`src/rtl/bg_mean_estimator_pkg.sv`:
```
// Shared constants, state encoding and flag decode for the background-mean estimator.
// Latency: none (declarations only).
// Backpressure: not applicable.
package bg_mean_estimator_pkg;

    localparam int CH_W           = 8;
    localparam int NUM_PIXELS_DEF = 25;

    typedef enum logic [1:0] {
        ST_INIT  = 2'd0,
        ST_ACCUM = 2'd1,
        ST_DIV   = 2'd2,
        ST_DONE  = 2'd3
    } state_t;

    // One-hot flag vector in port order {Qi, Qa, Qv, Qd}
    function automatic logic [3:0] state_flags(input state_t s);
        logic [3:0] f;
        f = 4'b1000;
        case (s)
            ST_INIT:  f = 4'b1000;
            ST_ACCUM: f = 4'b0100;
            ST_DIV:   f = 4'b0010;
            ST_DONE:  f = 4'b0001;
            default:  f = 4'b1000;
        endcase
        return f;
    endfunction

endpackage

```
`src/rtl/bg_div_serial.sv`:
```
// Restoring serial divider, one quotient bit per cycle MSB first; keeps the low CH_W quotient bits.
// Latency: first bit computed on the load edge, quotient valid ACC_W-1 cycles later (busy low).
// Backpressure: none; load must only be pulsed while busy is low.
module bg_div_serial
    import bg_mean_estimator_pkg::*;
#(
    parameter int ACC_W = 13,
    parameter int CNT_W = 5
) (
    input  logic             Clk,
    input  logic             Reset,
    input  logic             load,
    input  logic [ACC_W-1:0] dividend,
    input  logic [CNT_W-1:0] divisor,
    output logic [CH_W-1:0]  quotient,
    output logic             busy
);

    localparam int STEP_W = $clog2(ACC_W + 1);

    logic [CNT_W-1:0]  rem;
    logic [ACC_W-1:0]  dvd;
    logic [CNT_W-1:0]  dvs;
    logic [CH_W-1:0]   quo;
    logic [STEP_W-1:0] left;

    logic [CNT_W-1:0]  src_rem;
    logic              src_bit;
    logic [CNT_W-1:0]  src_div;
    logic [CNT_W:0]    trial;
    logic [CNT_W-1:0]  rem_nxt;
    logic              q_bit;

    // One restoring step; on the load cycle it works straight from the new operands
    always_comb begin
        src_rem = load ? '0 : rem;
        src_bit = load ? dividend[ACC_W-1] : dvd[ACC_W-1];
        src_div = load ? divisor : dvs;
        trial   = {src_rem, src_bit};
        q_bit   = 1'b0;
        rem_nxt = trial[CNT_W-1:0];
        if (trial >= {1'b0, src_div}) begin
            q_bit   = 1'b1;
            // remainder is always below the divisor, so it fits in CNT_W bits
            rem_nxt = CNT_W'(trial - {1'b0, src_div});
        end
    end

    // Iteration state: shift dividend out, shift quotient bits in
    always_ff @(posedge Clk) begin
        if (Reset) begin
            rem  <= '0;
            dvd  <= '0;
            dvs  <= '0;
            quo  <= '0;
            left <= '0;
            busy <= 1'b0;
        end else if (load) begin
            rem  <= rem_nxt;
            dvd  <= {dividend[ACC_W-2:0], 1'b0};
            dvs  <= divisor;
            quo  <= {{(CH_W-1){1'b0}}, q_bit};
            left <= STEP_W'(ACC_W - 1);
            busy <= 1'b1;
        end else if (busy) begin
            rem  <= rem_nxt;
            dvd  <= {dvd[ACC_W-2:0], 1'b0};
            quo  <= {quo[CH_W-2:0], q_bit};
            left <= left - STEP_W'(1);
            if (left == STEP_W'(1)) begin
                busy <= 1'b0;
            end
        end
    end

    assign quotient = quo;

endmodule

```
`src/rtl/bg_mean_estimator.sv`:
```
// Frame RGB mean estimator: accumulate up to NUM_PIXELS samples, divide each sum by the count.
// Latency: last accepted sample to Qd high is ACC_W+1 cycles. Optional BG_MEAN_ROUND_EN = round-half-up.
// Backpressure: pix_ready high only while accumulating; Start/Ack handshake frames the result.
module bg_mean_estimator
    import bg_mean_estimator_pkg::*;
#(
    parameter  int NUM_PIXELS = NUM_PIXELS_DEF,
    localparam int CNT_W      = $clog2(NUM_PIXELS + 1),
    localparam int ACC_W      = CH_W + CNT_W
) (
    input  logic             Clk,
    input  logic             Reset,
    input  logic             Start,
    input  logic             Ack,
    input  logic             pix_valid,
    input  logic             pix_last,
    input  logic [CH_W-1:0]  red_in,
    input  logic [CH_W-1:0]  green_in,
    input  logic [CH_W-1:0]  blue_in,
    output logic             pix_ready,
    output logic [CH_W-1:0]  red_exp,
    output logic [CH_W-1:0]  green_exp,
    output logic [CH_W-1:0]  blue_exp,
    output logic [CNT_W-1:0] pix_count,
    output logic             Qi,
    output logic             Qa,
    output logic             Qv,
    output logic             Qd
);

    state_t            state;
    logic [ACC_W-1:0]  acc_r, acc_g, acc_b;
    logic [ACC_W-1:0]  acc_r_nxt, acc_g_nxt, acc_b_nxt;
    logic [ACC_W-1:0]  dvd_r, dvd_g, dvd_b;
    logic [CNT_W-1:0]  count_inc;
    logic              accept;
    logic              close;
    logic [CH_W-1:0]   q_r, q_g, q_b;
    logic              busy_r, busy_g, busy_b;
    logic              div_busy;

    assign accept    = (state == ST_ACCUM) && pix_valid;
    assign count_inc = pix_count + CNT_W'(1);
    assign close     = accept && (pix_last || (count_inc == CNT_W'(NUM_PIXELS)));

    assign acc_r_nxt = acc_r + ACC_W'(red_in);
    assign acc_g_nxt = acc_g + ACC_W'(green_in);
    assign acc_b_nxt = acc_b + ACC_W'(blue_in);

    // Dividers load on the closing accept, so the final sample is folded in combinationally
`ifdef BG_MEAN_ROUND_EN
    logic [ACC_W-1:0] half_cnt;
    assign half_cnt = ACC_W'(count_inc >> 1);
    assign dvd_r    = acc_r_nxt + half_cnt;
    assign dvd_g    = acc_g_nxt + half_cnt;
    assign dvd_b    = acc_b_nxt + half_cnt;
`else
    assign dvd_r    = acc_r_nxt;
    assign dvd_g    = acc_g_nxt;
    assign dvd_b    = acc_b_nxt;
`endif

    bg_div_serial #(.ACC_W(ACC_W), .CNT_W(CNT_W)) u_div_r (
        .Clk(Clk), .Reset(Reset), .load(close), .dividend(dvd_r),
        .divisor(count_inc), .quotient(q_r), .busy(busy_r)
    );
    bg_div_serial #(.ACC_W(ACC_W), .CNT_W(CNT_W)) u_div_g (
        .Clk(Clk), .Reset(Reset), .load(close), .dividend(dvd_g),
        .divisor(count_inc), .quotient(q_g), .busy(busy_g)
    );
    bg_div_serial #(.ACC_W(ACC_W), .CNT_W(CNT_W)) u_div_b (
        .Clk(Clk), .Reset(Reset), .load(close), .dividend(dvd_b),
        .divisor(count_inc), .quotient(q_b), .busy(busy_b)
    );

    assign div_busy = busy_r | busy_g | busy_b;

    // Frame FSM with registered flags, ready, counter, accumulators and results
    always_ff @(posedge Clk) begin
        if (Reset) begin
            state             <= ST_INIT;
            {Qi, Qa, Qv, Qd}  <= state_flags(ST_INIT);
            pix_ready         <= 1'b0;
            pix_count         <= '0;
            acc_r             <= '0;
            acc_g             <= '0;
            acc_b             <= '0;
            red_exp           <= '0;
            green_exp         <= '0;
            blue_exp          <= '0;
        end else begin
            case (state)
                ST_INIT: begin
                    if (Start) begin
                        acc_r            <= '0;
                        acc_g            <= '0;
                        acc_b            <= '0;
                        pix_count        <= '0;
                        state            <= ST_ACCUM;
                        {Qi, Qa, Qv, Qd} <= state_flags(ST_ACCUM);
                        pix_ready        <= 1'b1;
                    end
                end
                ST_ACCUM: begin
                    if (accept) begin
                        acc_r     <= acc_r_nxt;
                        acc_g     <= acc_g_nxt;
                        acc_b     <= acc_b_nxt;
                        pix_count <= count_inc;
                        if (close) begin
                            state            <= ST_DIV;
                            {Qi, Qa, Qv, Qd} <= state_flags(ST_DIV);
                            pix_ready        <= 1'b0;
                        end
                    end
                end
                ST_DIV: begin
                    // dividers finish one cycle before this edge; exactly ACC_W cycles in DIV
                    if (!div_busy) begin
                        red_exp          <= q_r;
                        green_exp        <= q_g;
                        blue_exp         <= q_b;
                        state            <= ST_DONE;
                        {Qi, Qa, Qv, Qd} <= state_flags(ST_DONE);
                    end
                end
                ST_DONE: begin
                    if (Ack) begin
                        state            <= ST_INIT;
                        {Qi, Qa, Qv, Qd} <= state_flags(ST_INIT);
                    end
                end
                default: begin
                    state            <= ST_INIT;
                    {Qi, Qa, Qv, Qd} <= state_flags(ST_INIT);
                    pix_ready        <= 1'b0;
                end
            endcase
        end
    end

endmodule

```
`config.mk`:
```
export PLATFORM = sky130hd
export DESIGN_NAME = bg_mean_estimator
export DESIGN_NICKNAME = d
export VERILOG_FILES = /design/src/rtl/bg_mean_estimator_pkg.sv /design/src/rtl/bg_div_serial.sv /design/src/rtl/bg_mean_estimator.sv
export SDC_FILE = /design/constraint.sdc
export NUM_CORES = 1
export LEC_CHECK = 0
export CAP_MARGIN = 20
export CORE_ASPECT_RATIO = 1.4
export CORE_MARGIN = 4
export CORE_UTILIZATION = 54
export DETAILED_ROUTE_END_ITERATION = 8
export GPL_TIMING_DRIVEN = 0
export PLACE_DENSITY = 0.77
export SYNTH_ARGS = -nofsm -noshare
export SYNTH_HDL_FRONTEND = slang
export SYNTH_SLANG_ARGS = --single-unit
```
`constraint.sdc`:
```
create_clock -name Clk -period 3.35 [get_ports Clk]
set_input_delay 0.335 -clock Clk [delete_from_list [all_inputs] [get_ports Clk]]
set_output_delay 0.335 -clock Clk [all_outputs]
set_load 0.05 [all_outputs]
```
**Word level (Yosys, flattened, before mapping)**

Cells that the tools add are included.

- Input bits: 30
- Output and inout port bits: 34
- Word-level logic and storage cells: 157
- Flip-flop bits (word level): 180

- Add/subtract/negate cells: 10
- Multiplexer cells: 79
- Order comparisons: 3
- Reductions and logical operators: 13
- Equal/unequal tests: 12
- Bitwise logic cells: 3

Operator list:

| operator | number |
|---|---|
| $mux 13 | 10 |
| $mux 5 | 17 |
| $pmux 13 s2 | 3 |
| $add 13x8->13 | 3 |
| $mux 1 | 31 |
| $mux 4 | 6 |
| $ge 6x5->1 | 3 |
| $pmux 1 s4 | 4 |
| $sub 5x5->5 | 3 |
| $eq 4x1->1 const B | 3 |
| $sub 4x1->4 const B | 3 |
| $mux 2 | 5 |
| $pmux 5 s2 | 1 |
| $ne 2x2->1 const B | 4 |
| $pmux 2 s4 | 1 |
| $reduce_bool 2->1 | 4 |
| $add 5x1->5 const B | 1 |
| $eq 5x5->1 const B | 1 |
| $reduce_and 5->1 | 1 |
| $eq 2x2->1 const B | 2 |
| $reduce_and 4->1 | 1 |
| $reduce_and 3->1 | 1 |
| $eq 2x1->1 const B | 1 |
| $logic_and 1x1->1 | 2 |
| 8 further kinds | 9 |

**Longest topological paths before layout**

Gate-level depths: netlist of run 1.

- Depth in word-level cells: 9
- Gate-level depth with buffers: 17
- Gate-level depth less buffers: 17

**Modules after synthesis**

From an unflattened synthesis of run 1, not the netlist that was laid out.

- Cell total of the unflattened synthesis: 1079
- Area total of the unflattened synthesis: 9339.0 um^2

By module, submodules not included:

| module | cells an instance | instances | seq. area each (um^2) | area an instance (um^2) |
|---|---|---|---|---|
| bg_div_serial | 190 | 3 | 700.7 | 1701.6 |
| bg_mean_estimator | 509 | 1 | 1501.4 | 4234.1 |

**Worst setup path after synthesis of run 1**

OpenSTA, ideal clock, no wires.

- Path kind: register to register
- Start point: reg pix_count[0]
- End point: reg u_div_r.rem[2]
- Required time: 3244 ps
- Slack: -627 ps
- Cell stages (with the launch flop): 17
- Buffers on the path: 1
- Clock period less this slack: 3977 ps
- Arrival time: 3871 ps
- Setup time: 106 ps
- Path through: dfxtp_1 ha_1 nand3_1 xor2_1 a211o_4 clkbuf_1 a21oi_1 a21o_1 ha_1 inv_1 fa_1 a21o_1 a21o_1 nand2_1 o211ai_1 or3_1 o311ai_0

- Longest elaborated chain between the ends: 9
- Elaborated cells between the ends (all ways): 13
- Classes of those cells: 2 x add/sub; 1 x order compare; 1 x eq/ne; 6 x mux; 3 x reduce/logical

Ends and longest elaborated chain:

| item | line | source |
|---|---|---|
| from (decl) | bg_mean_estimator.sv:24 | `output logic [CNT_W-1:0] pix_count,` |
| from (signal assigned) | bg_mean_estimator.sv:109 | `pix_count <= count_inc;` |
| $add 5x1->5 (*) | bg_mean_estimator.sv:43 | `assign count_inc = pix_count + CNT_W'(1);` |
| $eq 5x5->1 | bg_mean_estimator.sv:44 | `assign close = accept && (pix_last \|\| (count_inc == CNT_W'(NUM_PIXELS)));` |
| $logic_or 1x1->1 | bg_mean_estimator.sv:44 |  |
| $logic_and 1x1->1 | bg_mean_estimator.sv:44 |  |
| $mux 5 (*) | n/a |  |
| named net u_div_r.src_div[0] | bg_div_serial.sv:29 | `logic [CNT_W-1:0] src_div;` |
| $sub 5x5->5 / $ge 6x5->1 (equally long branches) | bg_div_serial.sv:45, bg_div_serial.sv:42 |  |
| $mux 5 (*) | bg_div_serial.sv:42 | `if (trial >= {1'b0, src_div}) begin` |
| $mux 5 | bg_div_serial.sv:65 | `end else if (busy) begin` |
| $mux 5 (*) | bg_div_serial.sv:58 | `end else if (load) begin` |
| to (signal assigned) | bg_div_serial.sv:59 | `rem <= rem_nxt;` |
| to (signal assigned) | bg_div_serial.sv:66 | `rem <= rem_nxt;` |
| to (decl) | bg_div_serial.sv:21 | `logic [CNT_W-1:0] rem;` |

Mark *: on every way through the listed nets, which the timed path passes. The rest lies on a longest branch. The select of a mux whose other input is x is not followed.
A chain may end at the register's enable or synchronous reset.

**Worst setup path in the final report of run 1**

- Start point: reg pix_count[1]
- End point: reg u_div_g.rem[3]

- Longest elaborated chain between the ends: 9
- Elaborated cells between the ends (all ways): 13
- Classes of those cells: 2 x add/sub; 1 x order compare; 1 x eq/ne; 6 x mux; 3 x reduce/logical

Ends and longest elaborated chain:

| item | line |
|---|---|
| $add 5x1->5 (*) | bg_mean_estimator.sv:43 |
| $eq 5x5->1 (*) | bg_mean_estimator.sv:44 |
| $logic_or 1x1->1 (*) | bg_mean_estimator.sv:44 |
| $logic_and 1x1->1 (*) | bg_mean_estimator.sv:44 |
| $mux 5 (*) | n/a |
| named net u_div_g.src_div[0] | bg_div_serial.sv:29 |
| $sub 5x5->5 / $ge 6x5->1 (equally long branches) | bg_div_serial.sv:45, bg_div_serial.sv:42 |
| $mux 5 (*) | bg_div_serial.sv:42 |
| $mux 5 | bg_div_serial.sv:65 |
| $mux 5 (*) | bg_div_serial.sv:58 |
| to (signal assigned) | bg_div_serial.sv:59 |
| to (signal assigned) | bg_div_serial.sv:66 |
| to (decl) | bg_div_serial.sv:21 |

Marks and branches as above.

==> impl_results.md, run 1 <==
* Status: complete, but fails checks
* Failing checks: negative setup slack
* Async S/R FF share, synth at 0%
* TritonCTS Buffers at 17
* CTS tree: yes
* Cts hold-fix bufs at 0
* Hold Crit Endpoint: acc_b[0]$_SDFFE_PP0P_
* Overall routed net length at 25600 µm
* Post-synth EDFFs at 0
* Ys Warns at 0
* Antenna violations before repair at 0
* Mapped Nets at 1175
* Setup CP Type: flop to flop
* Skew final at 9.11 ps
* Leak at 4.26 nW
* CP max FO at 7
* Area Overhead vs Synth at 24.3%
* Die area at 0.0194 mm²
* PwrDens at 665 mW/mm²
* Slew HR at 45.0%
* GPL Wtd Cong at 0.915
* Crit path DAT at 3870 ps
* Sequential area share after synthesis at 38.8%
* Avg Inst Size Synth at 8.54 µm²
* Filler instances at 1368
* Max cap viols at 0
* Worst R2R Start: pix_count[1]$_SDFFE_PP0P_
* P_sw at 0.00289 W
* Final count of hold timing violations at 0
* Final Max Tran Viols at 0
* Logic gate share of total power at 40.6%
* Fin crit period at 3560 ps
* Final Setup Violations at 17
* Largest net degree at the start of global routing at 19
* H-tree depth at 4
* 1st-iter DRT viols at 763
* Flop pwr share at 32.9%
* Reg2Reg Depth at 17
* Highest clock rate at 281 MHz
* Number of global-route vias before repair at 8345
* Die width at 119 µm
* Reg clk slew, reported paths at 80 ps
* CTS Sinks at 180
* Hold_sp: blue_in[0]
* Die Ht at 163 µm
* Hold Worst Slack at 441 ps
* Synth Cell Area at 0.00929 mm²
* Maximum clock path buffer count at 2
* Worst hold path type: input port to flop
* Total GRT Usage at 26.4%
* Post-Syn Instances at 1088
* Worst-Margin Slew at 825 ps
* Via density at 5.97
* DRC at 0
* Layout Nets at 1300
* Post-DRT Antenna Nets at 0
* Flop2flop setup slack at -210 ps
* CTS Root Cell: clkbuf_16
* Buffers added on ports at 62
* Area after DPL at 0.0102 mm²
* WL/cell at 17.9 µm
* Design area at 0.0115 mm²
* Pint at 0.00479 W
* Cell variety after synth at 57
* Hold depth at 4
* Fraction of layout cells with a size suffix above 1 at 14.5%
* Setup TNS at -2350 ps
* Initial core utilization at 55.2%
* Global-route wire length before repair at 41200 µm
* Rows at 56
* Worst setup SP type: flop
* Req. time, crit path at 3660 ps
* Synth Flop Type: dfxtp_1
* Dpl hpwl at 17800 µm
* # IOs at 64
* Reg2reg end: u_div_g.rem[3]$_SDFFE_PP0P_
* First-pass DRT Iterations at 7
* Max rail drop VDD at 0.423 mV
* Remaining global-route overflow at 0
* Core area at 0.0168 mm²
* Clock power share at 26.5%
* Unrepaired setup endpoints after global routing: true
* Vias at 8537
* Synth Register Bits at 180
* Fin worst setup slack at -207 ps
* # diodes at 0
* Sw frac at 37.6%
* Tcrit/Tclk final at 106%
* Crit end category: flop
* Clock network latency to the later pin of the worst-skew pair at 440 ps
[critical path, cell delays in order, from the launching register on]
cell and delay, ps:
dfxtp_4 370, ha_4 180, nor2_2 140, nand2_2 110, a211o_4 370, clkbuf_16 160, a21oi_4 180, buf_6 130
a21o_1 100, ha_2 170, inv_2 40, fa_2 330, a21o_1 180, a21oi_2 170, o21ai_2 90, a31oi_4 310
mux2i_1 280, a211oi_2 90
[sequential cells by signal, summed over array words and instances, names as in the netlist, 8 cells and up]
name,count
acc_b,13
acc_g,13
acc_r,13
u_div_b.dvd,12
u_div_g.dvd,12
u_div_r.dvd,12
blue_exp,8
green_exp,8
red_exp,8
u_div_b.quotient,8
u_div_g.quotient,8
u_div_r.quotient,8
[Yosys cell counts (3+ instances only)]
cell type	number	area, µm²
fa_1	6	120
and3_1	15	93.8
nor3_1	9	45.0
nor3b_1	3	22.5
o21ai_0	39	195
nor2b_1	17	106
and2_1	3	18.8
ha_1	51	638
xnor2_1	26	228
nand4_1	5	31.3
inv_1	30	113
o21a_1	6	45.0
o31ai_1	3	22.5
nand2_1	112	420
a21o_1	27	203
a211oi_1	70	526
nand2b_1	13	81.3
or3_1	12	75.1
o221ai_1	6	52.6
nand3_1	13	65.1
mux2i_1	54	541
buf_2	8	40.0
o22ai_1	4	25.0
xor2_1	17	149
dfxtp_1	180	3600
nor2_1	133	499
a31oi_1	6	37.5
clkbuf_1	53	199
a22oi_1	12	90.1
o211ai_1	7	52.6
a32oi_1	6	52.6
a21oi_1	93	465
nand3b_1	10	75.1
or2_2	3	18.8
a311oi_1	6	52.6
[power groups by stage]
stage	Clock, W	Combinational, W	Sequential, W
finish	0.00204	0.00312	0.00253
global route	0.00213	0.00335	0.00255
CTS	0.00204	0.00286	0.00252
detailed placement	0	0.00245	0.00257
global placement	0	0.00241	0.00256
floorplan	0	0.00175	0.00260
[placed cells by master, fill, tap and decap left out, drive strengths merged, types with 5 or more instances in the layout]
| cell | synthesis | final |
|---|---|---|
| xnor2 | 26 | 26 |
| nor2b | 17 | 17 |
| buf | 13 | 61 |
| nand2b | 13 | 13 |
| dfxtp | 180 | 180 |
| nand3 | 13 | 13 |
| a21oi | 93 | 93 |
| a21o | 27 | 27 |
| clkdlybuf4s50 | 0 | 59 |
| a31oi | 9 | 9 |
| a211oi | 70 | 70 |
| o21ai | 40 | 40 |
| o221ai | 6 | 6 |
| nand3b | 10 | 10 |
| o211ai | 7 | 7 |
| and3 | 15 | 15 |
| clkbuf | 53 | 67 |
| inv | 30 | 41 |
| a32oi | 6 | 6 |
| or3 | 12 | 12 |
| nor2 | 134 | 134 |
| nand4 | 5 | 5 |
| fa | 6 | 6 |
| xor2 | 17 | 17 |
| a311oi | 6 | 6 |
| mux2i | 54 | 54 |
| nor3 | 9 | 9 |
| o21a | 6 | 6 |
| nand2 | 112 | 112 |
| ha | 51 | 51 |
| a22oi | 12 | 12 |
[metal layers]
metal  wire length, µm  track usage, %  vias to the layer above
li1                  -               -                     4119
met1             10100            29.6                     4025
met2             12900            47.3                      307
met3              1520            4.75                       86
met4              1140            14.1                        0
met5                 0               0                        -
[per-stage QoR]
stage                     power, W  util (%)  instances  setup slack [ps]
after floorplan            0.00435         -       1088              8.54
after global placement     0.00497      60.8       1353              -959
after detailed placement   0.00502      60.8       1353             -1030
after CTS                  0.00742      67.6       1423              -195
after global routing       0.00803      68.7       1429              -380
final                      0.00768      68.7       1429              -207
[worst max path at each step]
stage                                         start                          end  slack, ps  depth (start not counted)
after floorplan           pix_count[0]$_SDFFE_PP0P_  u_div_r.rem[2]$_SDFFE_PP0P_          9                         16
after global placement                   blue_in[0]  u_div_b.rem[3]$_SDFFE_PP0P_       -960                         18
after detailed placement                 blue_in[0]  u_div_b.rem[3]$_SDFFE_PP0P_      -1030                         18
after CTS                     acc_r[0]$_SDFFE_PP0P_  u_div_r.rem[2]$_SDFFE_PP0P_       -200                         17
after global routing          acc_b[0]$_SDFFE_PP0P_  u_div_b.rem[3]$_SDFFE_PP0P_       -380                         18
final                     pix_count[1]$_SDFFE_PP0P_  u_div_g.rem[3]$_SDFFE_PP0P_       -210                         17
[cell type report]
| cell class | instances | area [µm²] | share of cell area, % |
|---|---|---|---|
| timing repair buffer | 109 | 1000 | 8.69 |
| buffer | 63 | 299 | 2.59 |
| tap | 203 | 254 | 2.20 |
| clock buffer | 18 | 439 | 3.80 |
| sequential | 180 | 3620 | 31.4 |
| clock inverter | 14 | 150 | 1.30 |
| multi-input combinational | 812 | 5670 | 49.1 |
| inverter | 30 | 113 | 0.975 |
[timing repair]
action	in CTS	in global routing
endpoints found under the setup margin	18	18
buffers inserted	39	8
gates cloned	0	0
gates resized for setup	71	33
pin swaps	40	43
[cells by family after synthesis]
| family | Yosys count | share of synthesized area, % |
|---|---|---|
| and+or+nand+nor | 357 | 17.6 |
| adders and majority gates | 57 | 8.16 |
| muxes | 54 | 5.82 |
| AOI/OAI and AO/OA | 301 | 21.4 |
| DFF | 180 | 38.8 |
| buffers and inverters | 96 | 4.15 |
| xor gates and xnor gates | 43 | 4.06 |
(Power assumes the default switching activity.)
==> run 2, diff against run 1 <==
SKIP_LAST_GASP = 1   (was not set)
==> impl_results.md, run 2 (same netlist as run 1, synthesis figures left out) <==
* Status: complete, but fails checks
* Failing checks: negative setup slack
* Total GRT Usage at 26.4%
* Max rail drop VDD at 0.424 mV
* Fin worst setup slack at -214 ps
* First-pass DRT Iterations at 7
* Post-DRT Antenna Nets at 0
* Tot Pwr at 0.00768 W
* Die width at 119 µm
* Core area at 0.0168 mm²
* CTS Sinks at 180
* Reg clk slew, reported paths at 70 ps
* Setup slack at placement at -1030 ps
* Vias at 8535
* Rows at 56
* DRC at 0
* Area Overhead vs Synth at 24.3%
* Layer with the highest usage: met2
* Worst-Margin Slew at 848 ps
* GPL Wtd Cong at 0.915
* Final Max Tran Viols at 0
* Final count of hold timing violations at 0
* Worst setup SP type: flop
* CP Depth at 17
* Crit end category: flop
* Global-route wire length before repair at 41200 µm
* Maximum clock path buffer count at 2
* Met3 track demand over resource at 4.75%
* Die Ht at 163 µm
* Cts hold-fix bufs at 0
* # diodes at 0
* Highest clock rate at 281 MHz
* Final Core Density at 68.6%
* Unrepaired setup endpoints after global routing: true
* Largest net degree at the start of global routing at 19
* Leak at 4.26 nW
* Fraction of layout cells with a size suffix above 1 at 14.5%
* 1st-iter DRT viols at 665
* Slowest cell on the critical path: dfxtp_4
* CTS Root Cell: clkbuf_16
* Clock network latency to the later pin of the worst-skew pair at 440 ps
* PwrDens at 665 mW/mm²
* Met1 Usage GRT at 29.6%
* Dpl hpwl at 17800 µm
* Die area at 0.0194 mm²
* Commonest non-fill, non-tap cell in the layout: dfxtp_1
* CTS tree: yes
* Req. time, crit path at 3660 ps
* # IOs at 64
* Worst hold path type: input port to flop
* Setup CP Type: flop to flop
* Worst Path Buf+Inv at 3
* Met2 global-route usage at 47.3%
* Slew HR at 43.4%
* Design area at 0.0115 mm²
* Crit path DAT at 3870 ps
* Fin crit period at 3560 ps
* Most frequent cells in the layout: dfxtp_1, nor2_1, nand2_1, a21oi_1
* Final Setup Violations at 17
* Initial core utilization at 55.2%
* CP max FO at 7
* Buffers added on ports at 62
* Final Non-Filler Cells at 1429
* Overall routed net length at 25700 µm
* Filler instances at 1368
* Layout Nets at 1300
* Hold depth at 4
* Max stage delay on crit path at 370 ps
* Reg2Reg Depth at 17
* Dpl cells at 1353
* Most frequent CP cell: a21o_1
* TritonCTS Buffers at 17
* Number of global-route vias before repair at 8345
* Largest regs: acc_b (13), acc_g (13), acc_r (13)
* CP top delay family: compound AO/OA/AOI/OAI gates
* WL/cell at 18.0 µm
* Max cap viols at 0
* Area after DPL at 0.0102 mm²
* Skew final at 7.72 ps
* Remaining global-route overflow at 0
* Crit path cell chain: ha_4 > nor2_2 > nand2_2 > a211o_4 > clkbuf_16 > a21oi_4 > buf_6 > a21o_1 > ha_2 > inv_2 > fa_2 > a21o_1 > a21oi_2 > o21ai_2 > a31oi_4 > mux2i_1 > a211oi_2
* Antenna violations before repair at 0
* H-tree depth at 4
* Tcrit/Tclk final at 106%
* Via density at 5.97
run 2: cell types whose count changed in the layout (fill, tap and decap cells not counted), sizes merged:
cell | before | now
buf | 61 | 60
clkbuf | 67 | 68
run 2: timing repair:
item	in CTS	in global routing
buffers inserted	39	8
gates resized for setup	71	31
pin swaps	39	42
setup endpoints to repair	18	18
run 2: layout make-up:
type                    instances  area [µm²]  share of cell area, %
clock buffers                  18         439                   3.81
repair buffers                109        1000                   8.70
flip-flops and latches        180        3620                   31.4
clock inverters                14         150                   1.30
inverters                      30         113                  0.976
well taps                     203         254                   2.20
multi-input cells             812        5660                   49.1
plain buffers                  63         299                   2.59
run 2: path summary, 6_finish.rpt:
kind	from	to	slack, ps
min	blue_in[0]	acc_b[0]$_SDFFE_PP0P_	440
max reg2reg	pix_count[1]$_SDFFE_PP0P_	u_div_g.rem[3]$_SDFFE_PP0P_	-210
min reg2reg	green_exp[1]$_SDFFE_PP0P_	green_exp[1]$_SDFFE_PP0P_	450
max	pix_count[1]$_SDFFE_PP0P_	u_div_g.rem[3]$_SDFFE_PP0P_	-210
run 2: power by group:
group	switching, W	internal, W
clock network	0.000952	0.00108
registers	0.000159	0.00237
logic	0.00177	0.00134
run 2: worst register-to-register path: cells and delay by family, from the launching register on:
family                   cells  cell delay [ps]
AO/OA/AOI/OAI                8             1510
adder cells (fa/ha/maj)      3              680
flip-flops                   1              370
buffers and inverters        3              330
multiplexers                 1              280
AND/OR/NAND/NOR              2              250
run 2: metrics by stage:
stage               hold WS [ps]  setup TNS, ps
detailed placement           446         -14540
floorplan                    431              0
global route                 469          -4860
global placement             444         -13940
CTS                          421          -2110
finish                       442          -2470
run 2: routing by layer:
layer	part of all wire, %	wire length [µm]
met5	0	0
met4	4.6	1190
met3	5.7	1450
met2	50	12900
met1	40	10200
==> run 3, diff against run 2 <==
CORE_MARGIN = 3   (was 4)
GPL_ROUTABILITY_DRIVEN = 1   (was not set)
==> impl_results.md, run 3 (same netlist as run 1, synthesis figures left out) <==
* Status: complete, but fails checks
* Failing checks: negative setup slack
* CP max FO at 5
* Clock power share at 26.5%
* Worst-Margin Slew at 807 ps
* Slew HR at 46.2%
* Largest regs: acc_b (13), acc_g (13), acc_r (13)
* Met3 track demand over resource at 4.80%
* Met1 Usage GRT at 32.0%
* 1st-iter DRT viols at 564
* Commonest non-fill, non-tap cell in the layout: dfxtp_1
* Hold Worst Slack at 432 ps
* Sw frac at 37.4%
* Worst R2R Start: pix_count[1]$_SDFFE_PP0P_
* Logic gate share of total power at 40.2%
* Global-route wire length before repair at 40300 µm
* Unrepaired setup endpoints after global routing: true
* Max cap viols at 0
* GPL Wtd Cong at 0.938
* Most frequent cells in the layout: dfxtp_1, nor2_1, nand2_1, a21oi_1, a211oi_1
* PwrDens at 659 mW/mm²
* Initial core utilization at 55.2%
* Largest net degree at the start of global routing at 19
* Overall routed net length at 25500 µm
* Flop pwr share at 33.3%
* Skew final at 8.30 ps
* CTS tree: yes
* Layer with the highest usage: met2
* Antenna violations before repair at 0
* Number of global-route vias before repair at 8162
* Area after DPL at 0.0102 mm²
* Via density at 5.98
* Worst hold path type: input port to flop
* WL/cell at 17.8 µm
* Total GRT Usage at 27.2%
* DRC at 0
* Fin crit period at 3570 ps
* Dpl hpwl at 17800 µm
* Die area at 0.0188 mm²
* Filler instances at 1339
* Storage cell area at 0.00362 mm²
* CTS Sinks at 180
* Reg clk slew, reported paths at 70 ps
* Setup CP Type: flop to flop
* Critical Path Start: pix_count[1]$_SDFFE_PP0P_
* Highest clock rate at 280 MHz
* Design area at 0.0115 mm²
* Post-DRT Antenna Nets at 0
* Final Setup Violations at 17
* Die Ht at 161 µm
* Core area at 0.0168 mm²
* Final count of hold timing violations at 0
* Leak at 4.24 nW
* Fin worst setup slack at -219 ps
* Req. time, crit path at 3700 ps
* Met2 global-route usage at 47.6%
* Fraction of layout cells with a size suffix above 1 at 14.0%
* Cts hold-fix bufs at 0
* Area Overhead vs Synth at 23.9%
* P_sw at 0.00284 W
* # diodes at 0
* Remaining global-route overflow at 0
* H-tree depth at 4
* Die width at 117 µm
* Worst setup SP type: flop
* First-pass DRT Iterations at 5
* Vias at 8539
* Tcrit/Tclk final at 107%
* Layout Nets at 1300
* # IOs at 64
* Maximum clock path buffer count at 2
* Buffers added on ports at 62
* Final Max Tran Viols at 0
* Area occupied by multi-input gates at 0.00564 mm²
* Pint at 0.00475 W
* Max rail drop VDD at 0.384 mV
* CTS Root Cell: clkbuf_16
* Clock network latency to the later pin of the worst-skew pair at 440 ps
* Rows at 56
* Crit end category: flop
* Crit path DAT at 3920 ps
* Hold_sp: blue_in[0]
* TritonCTS Buffers at 17
[run 3: cell count changes in the layout (fill, tap and decap cells not counted), sizes merged]
cell      before  now
inv           41   38
buf           60   62
clkbuf        68   66
clkinv         2    4
clkinvlp       0    1
[run 3: through the flow]
stage,power [W],TNS (ps),setup WS [ps],cells,util (%)
2_1_floorplan,0.00435,0,8.54,1088,-
3_3_place_gp,0.00497,-14050,-953,1353,60.8
3_5_place_dp,0.00502,-15320,-1050,1353,60.8
4_1_cts,0.00746,-2500,-217,1417,67.2
5_1_grt,0.00797,-4530,-387,1429,68.4
6_report,0.00759,-2310,-219,1429,68.4
[run 3: path summary, 6_finish.rpt]
kind / slack (ps) / to / depth (start not counted)
setup reg to reg: -220 / u_div_r.rem[2]$_SDFFE_PP0P_ / 18
hold / removal: 430 / acc_b[0]$_SDFFE_PP0P_ / 4
setup / recovery: -220 / u_div_r.rem[2]$_SDFFE_PP0P_ / 18
hold reg to reg: 450 / green_exp[1]$_SDFFE_PP0P_ / 2
[run 3: cell type report]
class	count	share of cell area, %
Clock inverter	14	1.37
Sequential cell	180	31.4
Buffer	63	2.54
Clock buffer	18	3.73
Timing Repair Buffer	109	8.73
Multi-Input combinational cell	812	49.0
Inverter	30	0.979
Tap cell	203	2.21
[run 3: what timing repair did]
item | CTS | global route
setup buffers | 33 | 16
setup endpoints to repair | 18 | 18
pin swaps | 39 | 40
hold endpoints to repair | 0 | 0
resized for setup | 66 | 30
[run 3: worst max-delay path, stage by stage (launching register included)]
cell	delay, ps
dfxtp_4	380
ha_4	180
nand3_4	100
xor2_4	190
a211o_4	360
buf_8	140
a21oi_4	160
buf_4	140
a21o_1	120
ha_2	180
inv_2	40
fa_2	330
a21o_1	160
a21o_1	180
nand2_1	80
o211ai_1	110
buf_4	190
or3_4	340
o311ai_4	90
[run 3: power by group through the flow]
| stage | Sequential (W) | Combinational, W | Clock (W) |
|---|---|---|---|
| after floorplan | 0.00260 | 0.00175 | 0 |
| after global placement | 0.00256 | 0.00241 | 0 |
| after detailed placement | 0.00257 | 0.00245 | 0 |
| after CTS | 0.00252 | 0.00292 | 0.00202 |
| after global routing | 0.00255 | 0.00331 | 0.00211 |
| final | 0.00253 | 0.00305 | 0.00201 |
[run 3: per-layer routing]
metal / vias to the layer above / share of wire (%)
met4: 0 / 4.1
li1: 4121 / -
met5: - / 0
met2: 299 / 51
met1: 4037 / 40
met3: 82 / 5.6
